## src/rtl/vga_mem_arbiter_if.sv

```systemverilog
// CPU request/response and single-port memory bus of the video memory arbiter.
// The arbiter takes the slave side; the CPU and memory sit on the master side.
interface vga_mem_arbiter_if #(
  parameter int ADDR_W = 16
);
  logic              cpu_req;
  logic              cpu_we;
  logic [ADDR_W-1:0] cpu_addr;
  logic [15:0]       cpu_wdata;
  logic              cpu_ack;
  logic [15:0]       cpu_rdata;
  logic [ADDR_W-1:0] mem_addr;
  logic              mem_we;
  logic [15:0]       mem_wdata;
  logic [15:0]       mem_rdata;

  modport slave (
    input  cpu_req, cpu_we, cpu_addr, cpu_wdata, mem_rdata,
    output cpu_ack, cpu_rdata, mem_addr, mem_we, mem_wdata
  );

  modport master (
    output cpu_req, cpu_we, cpu_addr, cpu_wdata, mem_rdata,
    input  cpu_ack, cpu_rdata, mem_addr, mem_we, mem_wdata
  );
endinterface

```

## src/rtl/vga_mem_arbiter.sv

```systemverilog
// Time-slot arbiter sharing one synchronous 16-bit memory between VGA fetch and CPU.
// Define ARB_STATS_EN to add the saturating cpu_stall_count output.
module vga_mem_arbiter #(
  parameter int                ADDR_W   = 16,
  parameter logic [ADDR_W-1:0] FB_BASE  = ADDR_W'(16'h8000),
  parameter int                FB_WORDS = 19200
) (
  input  logic             clk_50MHz,
  input  logic             clear,
  input  logic             frame_start,
  input  logic             fetch_en,
  vga_mem_arbiter_if.slave bus,
  output logic [15:0]      data_from_mem_vga,
  output logic [2:0]       vga_counter,
  output logic             vga_valid
`ifdef ARB_STATS_EN
  ,
  output logic [15:0]      cpu_stall_count
`endif
);

  typedef enum logic {IDLE, ACK} cpu_state_t;

  localparam logic [ADDR_W-1:0] LAST_WORD = ADDR_W'(FB_WORDS - 1);

  cpu_state_t        state;
  cpu_state_t        state_next;
  logic [ADDR_W-1:0] vga_ptr;
  logic [ADDR_W-1:0] mem_addr_q;
  logic [15:0]       rdata_q;
  logic              fetch_pending;
  logic              rd_pending;
  logic              vga_issue;
  logic              cpu_grant;

  assign vga_issue = fetch_en && (vga_counter == 3'd0);

  // Slot 0 belongs to the VGA fetch; the CPU gets the port only from IDLE.
  always_comb begin
    state_next    = state;
    cpu_grant     = 1'b0;
    bus.mem_addr  = mem_addr_q;
    bus.mem_we    = 1'b0;
    bus.mem_wdata = '0;
    if (vga_issue) begin
      bus.mem_addr = FB_BASE + vga_ptr;
    end
    case (state)
      IDLE: begin
        if (bus.cpu_req && !vga_issue) begin
          cpu_grant     = 1'b1;
          bus.mem_addr  = bus.cpu_addr;
          bus.mem_we    = bus.cpu_we;
          bus.mem_wdata = bus.cpu_wdata;
          state_next    = ACK;
        end
      end
      ACK:     state_next = IDLE;
      default: state_next = IDLE;
    endcase
  end

  // Read data arrives during ACK, so it is passed through then and held afterwards.
  assign bus.cpu_ack   = (state == ACK);
  assign bus.cpu_rdata = (state == ACK && rd_pending) ? bus.mem_rdata : rdata_q;

  always_ff @(posedge clk_50MHz or posedge clear) begin
    if (clear) begin
      state             <= IDLE;
      vga_counter       <= 3'd0;
      vga_ptr           <= '0;
      fetch_pending     <= 1'b0;
      rd_pending        <= 1'b0;
      data_from_mem_vga <= 16'h0000;
      vga_valid         <= 1'b0;
      mem_addr_q        <= '0;
      rdata_q           <= 16'h0000;
    end else begin
      state         <= state_next;
      vga_counter   <= vga_counter + 3'd1;
      fetch_pending <= vga_issue;
      vga_valid     <= fetch_pending;
      mem_addr_q    <= bus.mem_addr;
      if (fetch_pending) begin
        data_from_mem_vga <= bus.mem_rdata;
      end
      if (cpu_grant) begin
        rd_pending <= !bus.cpu_we;
      end
      if (state == ACK && rd_pending) begin
        rdata_q <= bus.mem_rdata;
      end
      // A new frame restarts the framebuffer walk even if a capture lands now.
      if (frame_start) begin
        vga_ptr <= '0;
      end else if (fetch_pending) begin
        vga_ptr <= (vga_ptr == LAST_WORD) ? '0 : vga_ptr + ADDR_W'(1);
      end
    end
  end

`ifdef ARB_STATS_EN
  always_ff @(posedge clk_50MHz or posedge clear) begin
    if (clear) begin
      cpu_stall_count <= 16'h0000;
    end else if (frame_start) begin
      cpu_stall_count <= 16'h0000;
    end else if (state == IDLE && bus.cpu_req && !cpu_grant && cpu_stall_count != 16'hFFFF) begin
      cpu_stall_count <= cpu_stall_count + 16'd1;
    end
  end
`endif

endmodule

```

## src/flat_wrapper.sv

```systemverilog
// flat-port wrapper written by rule: the top's interface ports become plain ports
module vga_mem_arbiter_flat 
#(
  parameter int                ADDR_W   = 16,
  parameter logic [ADDR_W-1:0] FB_BASE  = ADDR_W'(16'h8000),
  parameter int                FB_WORDS = 19200
)
  (clk_50MHz, clear, frame_start, fetch_en, data_from_mem_vga, vga_counter, vga_valid, bus_cpu_req, bus_cpu_we, bus_cpu_addr, bus_cpu_wdata, bus_mem_rdata, bus_cpu_ack, bus_cpu_rdata, bus_mem_addr, bus_mem_we, bus_mem_wdata);
  vga_mem_arbiter_if #(.ADDR_W(ADDR_W)) bus_i ();
  input  logic clk_50MHz;
  input  logic clear;
  input  logic frame_start;
  input  logic fetch_en;
  output logic [15:0] data_from_mem_vga;
  output logic [2:0] vga_counter;
  output logic vga_valid;
  input wire logic [$bits(bus_i.cpu_req)-1:0] bus_cpu_req;
  input wire logic [$bits(bus_i.cpu_we)-1:0] bus_cpu_we;
  input wire logic [$bits(bus_i.cpu_addr)-1:0] bus_cpu_addr;
  input wire logic [$bits(bus_i.cpu_wdata)-1:0] bus_cpu_wdata;
  input wire logic [$bits(bus_i.mem_rdata)-1:0] bus_mem_rdata;
  output wire logic [$bits(bus_i.cpu_ack)-1:0] bus_cpu_ack;
  output wire logic [$bits(bus_i.cpu_rdata)-1:0] bus_cpu_rdata;
  output wire logic [$bits(bus_i.mem_addr)-1:0] bus_mem_addr;
  output wire logic [$bits(bus_i.mem_we)-1:0] bus_mem_we;
  output wire logic [$bits(bus_i.mem_wdata)-1:0] bus_mem_wdata;
  assign bus_i.cpu_req = bus_cpu_req;
  assign bus_i.cpu_we = bus_cpu_we;
  assign bus_i.cpu_addr = bus_cpu_addr;
  assign bus_i.cpu_wdata = bus_cpu_wdata;
  assign bus_i.mem_rdata = bus_mem_rdata;
  assign bus_cpu_ack = bus_i.cpu_ack;
  assign bus_cpu_rdata = bus_i.cpu_rdata;
  assign bus_mem_addr = bus_i.mem_addr;
  assign bus_mem_we = bus_i.mem_we;
  assign bus_mem_wdata = bus_i.mem_wdata;
  vga_mem_arbiter #(.ADDR_W(ADDR_W), .FB_BASE(FB_BASE), .FB_WORDS(FB_WORDS)) u_core (.clk_50MHz(clk_50MHz), .clear(clear), .frame_start(frame_start), .fetch_en(fetch_en), .bus(bus_i), .data_from_mem_vga(data_from_mem_vga), .vga_counter(vga_counter), .vga_valid(vga_valid));
endmodule
```

## config.mk

```make
export PLATFORM = sky130hd
export DESIGN_NAME = vga_mem_arbiter_flat
export DESIGN_NICKNAME = d
export VERILOG_FILES = /design/src/rtl/vga_mem_arbiter_if.sv /design/src/rtl/vga_mem_arbiter.sv /design/src/flat_wrapper.sv
export SDC_FILE = /design/constraint.sdc
export NUM_CORES = 1
export LEC_CHECK = 0
export BUFFER_PORTS_ARGS = -buffer_cell sky130_fd_sc_hd__buf_2
export CAP_MARGIN = 0
export CORE_ASPECT_RATIO = 1.2
export CORE_MARGIN = 4
export CORE_UTILIZATION = 52
export CTS_CLUSTER_DIAMETER = 200
export CTS_CLUSTER_SIZE = 24
export DETAILED_ROUTE_END_ITERATION = 16
export GPL_ROUTABILITY_DRIVEN = 1
export PLACE_DENSITY = 0.86
export SYNTH_ARGS = -nofsm -noshare
export SYNTH_HDL_FRONTEND = slang
export SYNTH_SLANG_ARGS = --single-unit
```

## constraint.sdc

```tcl
create_clock -name clk_50MHz -period 3.4 [get_ports clk_50MHz]
set_input_delay 0.51 -clock clk_50MHz [delete_from_list [all_inputs] [get_ports clk_50MHz]]
set_output_delay 0.51 -clock clk_50MHz [all_outputs]
set_load 0.02 [all_outputs]
```

==> metrics <==
run status=completed; Max Root-Sink Buffers=2; CTS root buffer=clkbuf_8; Initial Util=54.3%; Worst EP arrival=~2.2 ns; via count=2400; WS Path Type=register to output port; IR drop worst, VDD=362 uV; initial antenna violation count=0; Seq/Total Area, Yosys=roughly 57%; die footprint=~7300 um2; CP Cell Sequence=inv_1 > ha_1 > and3b_1 > nor2b_1 > and2_1 > buf_2; die width=between 70 and 80 um; synth unique cells=36; hold crit path type=input port to async pin; worst skew pair latency=0.34 ns; CP max stage cell=nor2b_1; Int Power=1390 uW; Post-Syn Nets=318; Critical Path Sink Type=output port; Cell Pwr Density=a little under 500 nW/um2; WL per Instance=about 15 um; Slew @ Worst Pin=between 0.8 and 0.9 ns; Critical Path Fanout Max=19; Leak=between 0.0015 and 0.002 uW; clock transition at the registers of the reported paths=about 0.070 ns; fillers=between 400 and 500; DR pass1 iterations=4; clock sink total=71; Clk pwr share=between 20 and 30%; WP data required=around 2.9 ns; Sw Ratio=29.3%; Max Clk Rate=between 300 and 400 MHz; placed cells=between 400 and 500; core region area=~5700 um2; Rows=30; Ports=around 120; Synth top cells by count=71 x dfrtp_1, 32 x mux2_2, 21 x nand2_1; DP Worst Slack=1.00 ns; Final min period=between 2 and 3 ns; Logic pwr share=22.6%; first-pass GRT wire length=between 10000 and 15000 um; # diodes=0; Post-synth EDFFs=0; Seq cells post-synth=71; WP buf/inv=2; slew margin rel.=around 43%; post-route setup TNS=0 ns; GRT Util Overall=between 20% and 30%; I/O Buffers=between 100 and 150; fin nets=approximately 450; sequential share of power=48.9%; count leader, synth=dfrtp_1; area grow syn2layout=27.5%; Setup Buffers After CTS=0; ys async rst share=100%; largest net degree at the start of global routing=34; final setup vio count=0; H-tree depth=3; hold buffer count at cts=0; RSZ-0062 raised after global routing=no; Finished Core Util=between 60 and 70%; post-cts resize count=0; final non-filler cell total=between 400 and 500; Synth area leader=dfrtp_1; Mapped Cells=between 200 and 300; DR DRC count=0; number of global-route vias before repair=between 2000 and 2500; Most used DFF post-synth=dfrtp_1; post-place instance area=approximately 3800 um2; final hold vios=0; share of cells above drive strength 1=roughly 45%; Psw=around 570 uW; CP top delay family=simple AND/OR/NAND/NOR gates; dpl hpwl=~5000 um; Starting DRT DRC Count=between 200 and 250; fin. max-slew vios=0; YS warnings=0; final instance area=3980 um2; clock skew=0.00678 ns; synth top area cells=dfrtp_1 57%, mux2_2 12%, mux2i_1 4.8%; Die Height=around 93 um; Final ANT Viol Nets=0; cts bufs inserted=9; Startpoint Class=register; Mean Syn Cell Area=11.9 um2; vias per cell=around 5.1; mapped cell area=between 3000 and 4000 um2; RD Place Congestion=between 0.8 and 0.9; Period Utilization, post-route=about four fifths; fin worst setup slack=between 0.6 and 0.7 ns; CTS tree=done; max-capacitance violation count=0; grt ovf=0; drt total wl=slightly below 7000 um; Yosys top cell area share=57.0%; Max stage delay on crit path=~0.67 ns
[cell families (layout without fill, tap and decap cells)]
family          after synthesis  in the layout  synth area share, %
simple gates                 83             83                 13.8
flops                        71             71                 57.0
mux                          47             47                 16.4
compound gates               24             24                 4.86
buf+inv                      18            149                 2.53
xor+xnor                     15             15                 4.21
fa+ha+maj                     3              3                 1.20
[state kept, by name (all words and copies together), names as in the netlist]
signal	count
u_core.bus.cpu_ack	1
u_core.data_from_mem_vga	16
u_core.fetch_pending	1
u_core.mem_addr_q	16
u_core.rd_pending	1
u_core.rdata_q	16
u_core.vga_counter	3
u_core.vga_ptr	16
u_core.vga_valid	1
[metal layers]
metal	vias up	wire [um]	global-route usage, %
li1	1157	-	-
met1	1148	2820	23.9
met2	78	3430	33.5
met3	17	465	5.16
met4	0	187	10.5
met5	-	0	0
[layout make-up]
class	count	area, um2	share of cell area (%)
clock buffer	14	153	3.84
clock inverter	1	5.00	0.126
inverter	6	22.5	0.567
multi-input combinational	172	1260	31.8
sequential	71	1780	44.7
tap	80	100	2.52
timing repair buffer	128	653	16.4
[per-stage QoR]
step | power (uW) | hold WS [ns]
2_1_floorplan | 1260 | 0.450
3_3_place_gp | 1410 | 0.448
3_5_place_dp | 1430 | 0.464
4_1_cts | 1980 | 0.190
5_1_grt | 2060 | 0.216
6_report | 1960 | 0.185
[cells in the final DEF (no fill, tap or decap), types with 6 or more instances in the layout]
cell type / instances
o21ai_0: 14
nor2_1: 19
clkbuf_8: 10
mux2i_1: 15
and2_1: 17
mux2_2: 32
dfrtp_1: 71
xor2_1: 6
xnor2_1: 9
nand2_1: 21
buf_2: 123
[worst reg2reg max path: cells and delay by family, from the launching register on]
| family | cells | cell delay [ns] |
|---|---|---|
| DFF | 1 | 0.47 |
| AOI/OAI and AO/OA | 1 | 0.48 |
| and+or+nand+nor | 3 | 1.10 |
[worst paths after layout]
path | startpoint | end | slack (ns) | depth (start not counted)
max | u_core.vga_counter[0]$_DFF_PP0_ | bus_mem_we | 0.65 | 6
min | clear | u_core.vga_counter[1]$_DFF_PP0_ | 0.18 | 2
max reg2reg | u_core.vga_ptr[3]$_DFFE_PP0P_ | u_core.vga_ptr[5]$_DFFE_PP0P_ | 1.22 | 4
min reg2reg | u_core.vga_counter[0]$_DFF_PP0_ | u_core.vga_counter[0]$_DFF_PP0_ | 0.47 | 1
max in group asynchronous | clear | u_core.rdata_q[7]$_DFF_PP0_ | 2.50 | 3
min in group clk_50MHz | frame_start | u_core.vga_ptr[2]$_DFFE_PP0P_ | 0.42 | 2
[power by group through the flow]
stage,registers (uW),logic (uW),clock network (uW)
3_3_place_gp,971,439,0
5_1_grt,969,482,611
4_1_cts,962,451,571
6_report,961,444,559
2_1_floorplan,995,265,0
3_5_place_dp,976,449,0
No activity file was read; power rests on OpenSTA's default activity.
